$ cat config.mk
export PLATFORM = sky130hd
export DESIGN_NAME = bin_to_bcd
export DESIGN_NICKNAME = d
export VERILOG_FILES = /design/src/rtl/calc_pkg.sv /design/src/rtl/bcd_add3.sv /design/src/rtl/bin_to_bcd.sv
export SDC_FILE = /design/constraint.sdc
export NUM_CORES = 1
export LEC_CHECK = 0
export CELL_PAD_IN_SITES_DETAIL_PLACEMENT = 0
export CELL_PAD_IN_SITES_GLOBAL_PLACEMENT = 1
export CORE_ASPECT_RATIO = 0.5
export CORE_MARGIN = 4
export CORE_UTILIZATION = 47
export CTS_CLUSTER_SIZE = 8
export DETAILED_ROUTE_END_ITERATION = 8
export PLACE_DENSITY = 0.95
export SYNTH_ARGS = -nofsm -noshare
export SYNTH_HDL_FRONTEND = slang
export SYNTH_SLANG_ARGS = --single-unit
export TNS_END_PERCENT = 30
$ cat constraint.sdc
create_clock -name clk -period 3.5 [get_ports clk]
set_clock_uncertainty 0.1 [all_clocks]
set_input_delay 0.35 -clock clk [delete_from_list [all_inputs] [get_ports clk]]
set_output_delay 0.35 -clock clk [all_outputs]
set_load 0.02 [all_outputs]
$ cat src/rtl/calc_pkg.sv
// Shared calculator definitions: FSM state encoding, BCD digit width, digit sizing helper.
// Latency: n/a (package only).
// Backpressure: n/a (package only).
package calc_pkg;

  // Three-phase sequencer encoding, shared with the divider's state machine.
  typedef enum logic [1:0] {
    ST_IDLE   = 2'd0,
    ST_SHIFT  = 2'd1,
    ST_FINISH = 2'd2
  } calc_state_e;

  localparam int BCD_W = 4;

  // Number of decimal digits needed for the largest unsigned value of the given width.
  function automatic int digits_for_bits(input int bits);
    longint unsigned max_v;
    int              n;
    max_v = (longint'(1) << bits) - 1;
    n     = 1;
    for (int i = 0; i < 20; i++) begin
      if (max_v >= 10) begin
        max_v = max_v / 10;
        n     = n + 1;
      end
    end
    return n;
  endfunction

endpackage

$ cat src/rtl/bcd_add3.sv
// Double-dabble correction cell: a BCD digit of 5 or more gets +3 before the shift.
// Latency: combinational.
// Backpressure: none.
// Ports: din - working digit; dout - corrected digit.
module bcd_add3 (
  input  logic [3:0] din,
  output logic [3:0] dout
);

  assign dout = (din >= 4'd5) ? (din + 4'd3) : din;

endmodule

$ cat src/rtl/bin_to_bcd.sv
// Sequential double-dabble converter: BITS-wide (optionally signed) value to sign + DIGITS packed BCD digits.
// Latency: BITS+2 cycles from accepted start to the done pulse.
// Backpressure: start is accepted only while ready=1; a start while busy is dropped, nothing is queued.
// Ports: clk/rst_n - clock and async active-low reset; value/start/ready - request side;
//        done - one-cycle result strobe; bcd/neg/overflow - registered result, stable between done pulses.
module bin_to_bcd
  import calc_pkg::*;
#(
  parameter int BITS   = 32,
  parameter int DIGITS = 10,
  parameter int SIGNED = 1
) (
  input  logic                      clk,
  input  logic                      rst_n,
  input  logic [BITS-1:0]           value,
  input  logic                      start,
  output logic                      ready,
  output logic                      done,
  output logic [BCD_W*DIGITS-1:0]   bcd,
  output logic                      neg,
  output logic                      overflow
);

  localparam int  BCD_TOT   = BCD_W * DIGITS;
  localparam int  CNT_W     = $clog2(BITS + 1);
  localparam bit  IS_SIGNED = (SIGNED != 0);

  calc_state_e          state_q, state_d;
  logic [CNT_W-1:0]     cnt_q, cnt_d;
  logic [BITS-1:0]      mag_q, mag_d;
  logic [BCD_TOT-1:0]   work_q, work_d;
  logic                 sign_w_q, sign_w_d;
  logic                 ovf_w_q, ovf_w_d;
  logic                 ready_q, ready_d;
  logic                 done_q, done_d;
  logic [BCD_TOT-1:0]   bcd_q, bcd_d;
  logic                 neg_q, neg_d;
  logic                 overflow_q, overflow_d;

  logic [BCD_TOT-1:0]   work_adj;
  logic [BITS-1:0]      value_neg;
  logic                 value_is_neg;

  // Two's-complement negate taken as unsigned: the most-negative input maps to 2^(BITS-1) exactly.
  assign value_neg    = ~value + BITS'(1);
  assign value_is_neg = IS_SIGNED & value[BITS-1];

  for (genvar g = 0; g < DIGITS; g++) begin : g_add3
    bcd_add3 u_add3 (
      .din  (work_q[g*BCD_W +: BCD_W]),
      .dout (work_adj[g*BCD_W +: BCD_W])
    );
  end

  always_comb begin
    state_d    = state_q;
    cnt_d      = cnt_q;
    mag_d      = mag_q;
    work_d     = work_q;
    sign_w_d   = sign_w_q;
    ovf_w_d    = ovf_w_q;
    ready_d    = ready_q;
    done_d     = 1'b0;
    bcd_d      = bcd_q;
    neg_d      = neg_q;
    overflow_d = overflow_q;

    case (state_q)
      ST_IDLE: begin
        if (start) begin
          mag_d    = value_is_neg ? value_neg : value;
          sign_w_d = value_is_neg;
          work_d   = '0;
          ovf_w_d  = 1'b0;
          cnt_d    = CNT_W'(BITS);
          state_d  = ST_SHIFT;
          ready_d  = 1'b0;
        end
      end

      ST_SHIFT: begin
        // A set top bit after correction would be shifted out of the digit array.
        work_d  = {work_adj[BCD_TOT-2:0], mag_q[BITS-1]};
        mag_d   = {mag_q[BITS-2:0], 1'b0};
        ovf_w_d = ovf_w_q | work_adj[BCD_TOT-1];
        cnt_d   = cnt_q - CNT_W'(1);
        if (cnt_q == CNT_W'(1)) begin
          state_d = ST_FINISH;
        end
      end

      ST_FINISH: begin
        bcd_d      = work_q;
        neg_d      = sign_w_q;
        overflow_d = ovf_w_q;
        done_d     = 1'b1;
        state_d    = ST_IDLE;
        ready_d    = 1'b1;
      end

      default: begin
        state_d = ST_IDLE;
        ready_d = 1'b1;
      end
    endcase
  end

  always_ff @(posedge clk or negedge rst_n) begin
    if (!rst_n) begin
      state_q    <= ST_IDLE;
      cnt_q      <= '0;
      mag_q      <= '0;
      work_q     <= '0;
      sign_w_q   <= 1'b0;
      ovf_w_q    <= 1'b0;
      ready_q    <= 1'b1;
      done_q     <= 1'b0;
      bcd_q      <= '0;
      neg_q      <= 1'b0;
      overflow_q <= 1'b0;
    end else begin
      state_q    <= state_d;
      cnt_q      <= cnt_d;
      mag_q      <= mag_d;
      work_q     <= work_d;
      sign_w_q   <= sign_w_d;
      ovf_w_q    <= ovf_w_d;
      ready_q    <= ready_d;
      done_q     <= done_d;
      bcd_q      <= bcd_d;
      neg_q      <= neg_d;
      overflow_q <= overflow_d;
    end
  end

  assign ready    = ready_q;
  assign done     = done_q;
  assign bcd      = bcd_q;
  assign neg      = neg_q;
  assign overflow = overflow_q;

endmodule

==> results of run 1 <==
-- synthesized netlist by cell type (all sizes together), types with 2 or more instances --
cell and instances:
o41ai 2, and2 2, a21oi 39, dfrtp 125, o31ai 25, nand2b 14
nand3 41, inv 26, nor2 23, mux2i 11, clkbuf 21, buf 15
o21ai 81, xnor2 11, or3 2, ha 23, nor2b 12, and3 4
a22o 14, nor4 9, nand2 41, xor2 21, mux2 22, nor3 11
a211o 6, a32o 10, nand4 11, a22oi 11
-- kinds of logic after synthesis --
kind of cell	count (synthesis)
compound gates	192
simple gates	176
flops	126
buf+inv	62
mux	33
xor+xnor	32
fa+ha+maj	23
-- how the worst min path moves through the flow --
stage / startpoint / endpoint / depth (start not counted)
finish: sign_w_q$_DFFE_PN0P_ / sign_w_q$_DFFE_PN0P_ / 2
global route: bcd[33]$_DFFE_PN0P_ / bcd[33]$_DFFE_PN0P_ / 2
global placement: mag_q[28]$_DFFE_PN0P_ / mag_q[29]$_DFFE_PN0P_ / 2
detailed placement: sign_w_q$_DFFE_PN0P_ / sign_w_q$_DFFE_PN0P_ / 2
CTS: sign_w_q$_DFFE_PN0P_ / sign_w_q$_DFFE_PN0P_ / 2
floorplan: rst_n / bcd[0]$_DFFE_PN0P_ / 0
-- placed cells by master (no fill, tap or decap), types with 23 or more instances in the layout --
cell type          n
a21oi_1           39
clkdlybuf4s50_1   77
dfrtp_1          125
ha_1              23
inv_1             26
nand2_1           41
nand3_1           40
o21ai_0           68
o31ai_1           25
-- worst max-delay path, cell delays in order, from the launching register on --
cell and delay (ns):
dfrtp_1 0.45, or3b_2 0.54, buf_4 0.27, nor2_4 0.40, a22o_1 0.19, a21oi_1 0.04
o21ai_1 0.11
-- layout make-up --
type	instances	share of cell area (%)
clock buffer	18	5.399
clock inverter	14	2.507
tap	192	2.953
sequential	126	38.78
timing repair buffer	89	10.77
multi-input combinational	456	38.39
inverter	26	1.200
-- flip-flops by register name, indices dropped and copies added (netlist names) --
name	count
mag_q	32
bcd	40
work_q	40
sign_w_q	1
overflow	1
cnt_q	6
state_q	2
done	1
ready	1
neg	1
ovf_w_q	1
-- metrics by stage --
stage	cell area, um^2	std cells	worst slack (ns)
6_report	8134	921	1.321
5_1_grt	8134	921	1.213
4_1_cts	8134	921	1.342
3_5_place_dp	7481	888	0.9387
3_3_place_gp	7481	888	0.9772
2_1_floorplan	6510	644	1.710
-- metal layers --
layer,share of wire (%),vias to the layer above,wire length [um]
li1,-,2488,-
met1,47,2491,6749
met2,47,126,6800
met3,4.5,15,642
met4,1.1,0,159
met5,0,-,0
-- report_power, final --
part	leakage (nW)	switching, mW	total, mW	internal, mW
Sequential	1.63	0.458	2.49	2.03
Clock	0.309	0.695	1.92	1.22
Combinational	1.51	1.42	2.55	1.13
==> results.sh, run 1 <==
export IMPL_ys_async_sr_fraction_pct=100.0
export IMPL_cp_startpoint="state_q[1]$_DFFE_PN0P_"
export IMPL_first_global_vias=5066
export IMPL_numClockSinks=126
export IMPL_rsz0062_at_grt="false"
export IMPL_synthesis_nets=702
export IMPL_r2r_start="state_q[1]$_DFFE_PN0P_"
export IMPL_hp_class="flop to flop"
export IMPL_synth_edf_count=0
export IMPL_final_setup_viol_count=0
export IMPL_outcome="completed"
export IMPL_ys_types=47
export IMPL_syn_area_um2=6510
export IMPL_maxCapViolCount=0
export IMPL_post_cts_buffers=0
export IMPL_synth_top_family_by_area="compound AO/OA/AOI/OAI gates"
export IMPL_ys_warn_count=0
export IMPL_grtUsageMet3_pct=3.744
export IMPL_critical_path_arrival_ns=2.42
export IMPL_grt_max_degree=66
export IMPL_wl_per_cell_um=15.58
export IMPL_criticalPathCategory="flop to flop"
export IMPL_fin_crit_ns=2.179
export IMPL_clockBufferDepth=2
export IMPL_dpl_hpwl_um=9258
export IMPL_vias=5120
export IMPL_cts_resized_gates=0
export IMPL_reg2reg_slack_ns=1.32
export IMPL_avgSynthCellArea_um2=10.11
export IMPL_busiest_layer="met2"
export IMPL_synth_compound_area_share_pct=18.41
export IMPL_start_util_pct=48.04
export IMPL_grt_pass1_wl_um=24760
export IMPL_slew_viol_final=0
export IMPL_globalRouteMet1Util_pct=25.44
export IMPL_ff2ff_path_depth=6
export IMPL_postLayoutCoreUtil_pct=60.03
export IMPL_area_growth_pct=24.95
export IMPL_numCtsBuffers=17
export IMPL_worst_endpoint_required_ns=3.74
export IMPL_fin_total_pwr_mw=6.959
export IMPL_fmax_ghz=0.4590
export IMPL_drc_errors=0
export IMPL_vias_per_cell=5.559
export IMPL_start_kind="flop"
export IMPL_io_buffers=78
export IMPL_timing_setup_tns_ns=0
export IMPL_fillers=1133
export IMPL_place_congestion=0.8205
export IMPL_gr_usage_met2_pct=31.34
export IMPL_clkSlewWorstSetupHoldPaths_ns=0.06
export IMPL_die_w_um=174.4
export IMPL_synth_xor_area_share_pct=4.305
export IMPL_synth_area_leader_cell="dfrtp_1"
export IMPL_yosys_area_share_simple_pct=15.15
export IMPL_p_leak_nw=3.445
export IMPL_htree_num_levels=4
export IMPL_synth_sequential_area_ratio_pct=48.45
export IMPL_hold_violations=0
export IMPL_synth_cells=644
export IMPL_crit_end="mag_q[18]$_DFFE_PN0P_"
export IMPL_coreArea_um2=13550
export IMPL_worstPathMaxFanout=32
export IMPL_seq_area_um2=3154
export IMPL_worstMarginPinSlew_ns=1.194
export IMPL_whs_ns=0.3718
export IMPL_worstSkewPairLatency_ns=0.42
export IMPL_std_cell_rows=30
export IMPL_irDropWorstVdd_v=0.0004257
export IMPL_finalNetCount=774
export IMPL_synth_top_area_share_pct=48.05
export IMPL_timing_slew_headroom_pct=20.40
export IMPL_cp_end_kind="flop"
export IMPL_antenna_found_initial=0
export IMPL_fp_dieH_um=91.22
export IMPL_ios=79
export IMPL_track_usage_pct=18.93
export IMPL_cts_tree="built"
export IMPL_synth_seq_cells=126
export IMPL_synth_area_mux_share_pct=5.497
export IMPL_synth_fa_ha_area_share_pct=4.421
export IMPL_antenna_left=0
export IMPL_antennaDiodeCount=0
export IMPL_fin_crit_sh_pct=62.25
export IMPL_die_area_um2=15910
export IMPL_clockRootBuffer="clkbuf_16"
export IMPL_routed_wl_um=14350
export IMPL_drt_initial_drc_count=437
export IMPL_hold_buffers=1
export IMPL_p_per_area_nw_per_um2=855.6
export IMPL_multi_input_area_um2=3123
export IMPL_layout_drive_gt1_share_pct=10.97
export IMPL_drt_pass1_iter_count=5
export IMPL_synthTopCellsByArea="dfrtp_1 48%, o21ai_0 5.2%, ha_1 4.4%"
export IMPL_r2r_end="mag_q[18]$_DFFE_PN0P_"
export IMPL_synthFlopType="dfrtp_1"
export IMPL_grt_ovfl_total=0
(Power assumes the default switching activity.)
==> run 2, diff against run 1 <==
Settings changed: CORE_UTILIZATION 47 to 40, PLACE_DENSITY 0.95 to 0.89.
Clock period 3.5 ns to 1.9 ns, I/O delays scaled along.
==> results.sh, run 2 (synthesized netlist as in run 1, its figures left out) <==
export IMPL_outcome="completed"
export IMPL_finalNetCount=828
export IMPL_drc_errors=0
export IMPL_cts_tree="built"
export IMPL_critical_path_arrival_ns=1.54
export IMPL_routed_wl_um=14620
export IMPL_clkSlewWorstSetupHoldPaths_ns=0.06
export IMPL_maxCapViolCount=0
export IMPL_cp_startpoint="ready$_DFFE_PN1P_"
export IMPL_irDropWorstVdd_v=0.0006197
export IMPL_dpl_hpwl_um=10020
export IMPL_grt_ovfl_total=0
export IMPL_timing_slew_headroom_pct=70.63
export IMPL_first_global_vias=5341
export IMPL_start_kind="flop"
export IMPL_numCtsBuffers=17
export IMPL_wl_per_cell_um=14.57
export IMPL_slew_viol_final=0
export IMPL_p_leak_nw=3.707
export IMPL_std_cell_rows=32
export IMPL_grt_pass1_wl_um=25250
export IMPL_worstPathMaxFanout=2
export IMPL_hold_violations=0
export IMPL_grt_max_degree=81
export IMPL_p_per_area_nw_per_um2=1462
export IMPL_antenna_left=0
export IMPL_rsz0062_at_grt="false"
export IMPL_die_w_um=188.4
export IMPL_max_stage_delay_ns=0.61
export IMPL_path_depth=1
export IMPL_coreArea_um2=15660
export IMPL_fmax_ghz=0.5458
export IMPL_clockRootBuffer="clkbuf_16"
export IMPL_fp_dieH_um=98.21
export IMPL_fin_ws_ns=0.06771
export IMPL_critPathBufInv=1
export IMPL_antennaDiodeCount=0
export IMPL_ff2ff_path_depth=3
export IMPL_cp_top_family="buffers and inverters"
export IMPL_cp_cell_sequence="clkdlybuf4s50_1"
export IMPL_antenna_found_initial=0
export IMPL_layout_cells_non_filler=1003
export IMPL_track_usage_pct=16.34
export IMPL_dp_cells=969
export IMPL_final_setup_viol_count=0
export IMPL_numClockSinks=126
export IMPL_final_cell_mix="125 x dfrtp_1, 76 x clkdlybuf4s50_1, 68 x o21ai_0"
export IMPL_worst_endpoint_required_ns=1.61
export IMPL_crit_path_top_delay_cell="clkdlybuf4s50_1"
export IMPL_layout_drive_gt1_share_pct=17.52
export IMPL_vias=5206
export IMPL_vias_per_cell=5.190
export IMPL_pre_cts_ws_ns=-0.3940
export IMPL_start_util_pct=41.58
export IMPL_cp_end_kind="output pin"
export IMPL_hp_class="primary input to async pin"
export IMPL_layout_commonest_cell="dfrtp_1"
export IMPL_worstMarginPinSlew_ns=0.4392
export IMPL_htree_num_levels=4
export IMPL_worstSkewPairLatency_ns=0.41
export IMPL_drt_pass1_iter_count=6
export IMPL_drt_initial_drc_count=372
export IMPL_clockBufferDepth=2
export IMPL_area_growth_pct=32.14
export IMPL_criticalPathCategory="flop to output pin"
export IMPL_die_area_um2=18500
export IMPL_io_buffers=78
export IMPL_fin_crit_sh_pct=96.44
export IMPL_fin_crit_ns=1.832
export IMPL_r2r_start="state_q[1]$_DFFE_PN0P_"
export IMPL_place_congestion=0.8005
export IMPL_postLayoutCoreUtil_pct=54.95
export IMPL_whs_ns=0.1320
export IMPL_ios=79
## run 2: worst paths after layout
| check | to | slack, ns |
|---|---|---|
| setup / recovery | ready | 0.07 |
| hold / removal | mag_q[4]$_DFFE_PN0P_ | 0.13 |
| setup reg to reg | mag_q[23]$_DFFE_PN0P_ | 0.09 |
| hold reg to reg | bcd[1]$_DFFE_PN0P_ | 0.38 |
| max in group asynchronous | bcd[3]$_DFFE_PN0P_ | 1.00 |
| min in group clk | mag_q[1]$_DFFE_PN0P_ | 0.20 |
## run 2: layout make-up
cell class,count,area [um^2]
clock inverters,13,116.4
repair buffers,143,1375
well taps,221,276.5
inverters,26,97.59
multi-input cells,456,3143
flip-flops and latches,126,3154
clock buffers,18,439.2
fillers,1345,7053
## run 2: report_power, final
part / total, mW / switching [mW] / internal [mW]
Clock: 3.05 / 1.22 / 1.83
Sequential: 4.55 / 0.810 / 3.74
Combinational: 4.97 / 2.65 / 2.32
Total: 12.6 / 4.68 / 7.89
## run 2: what timing repair did
item | CTS | global route
buffers inserted | 0 | 2
hold buffers | 1 | 0
hold endpoints to repair | 126 | 0
setup endpoints to repair | 0 | 16
resized for setup | 0 | 6
## run 2: layer usage
metal | part of all wire, % | track usage, % | vias up
met5 | 0 | 0 | -
met3 | 3.5 | 3.929 | 12
met2 | 48 | 27.63 | 88
met1 | 48 | 21.15 | 2509
li1 | - | - | 2597
met4 | 1.0 | 4.645 | 0
## run 2: metrics by stage
step	power (mW)	instance area (um^2)	TNS, ns
after CTS	12.70	8561	0
after global placement	9.375	7995	-9.902
after detailed placement	9.597	7995	-11.69
after floorplan	7.763	6510	0
final	12.57	8602	0
after global routing	13.59	8602	0
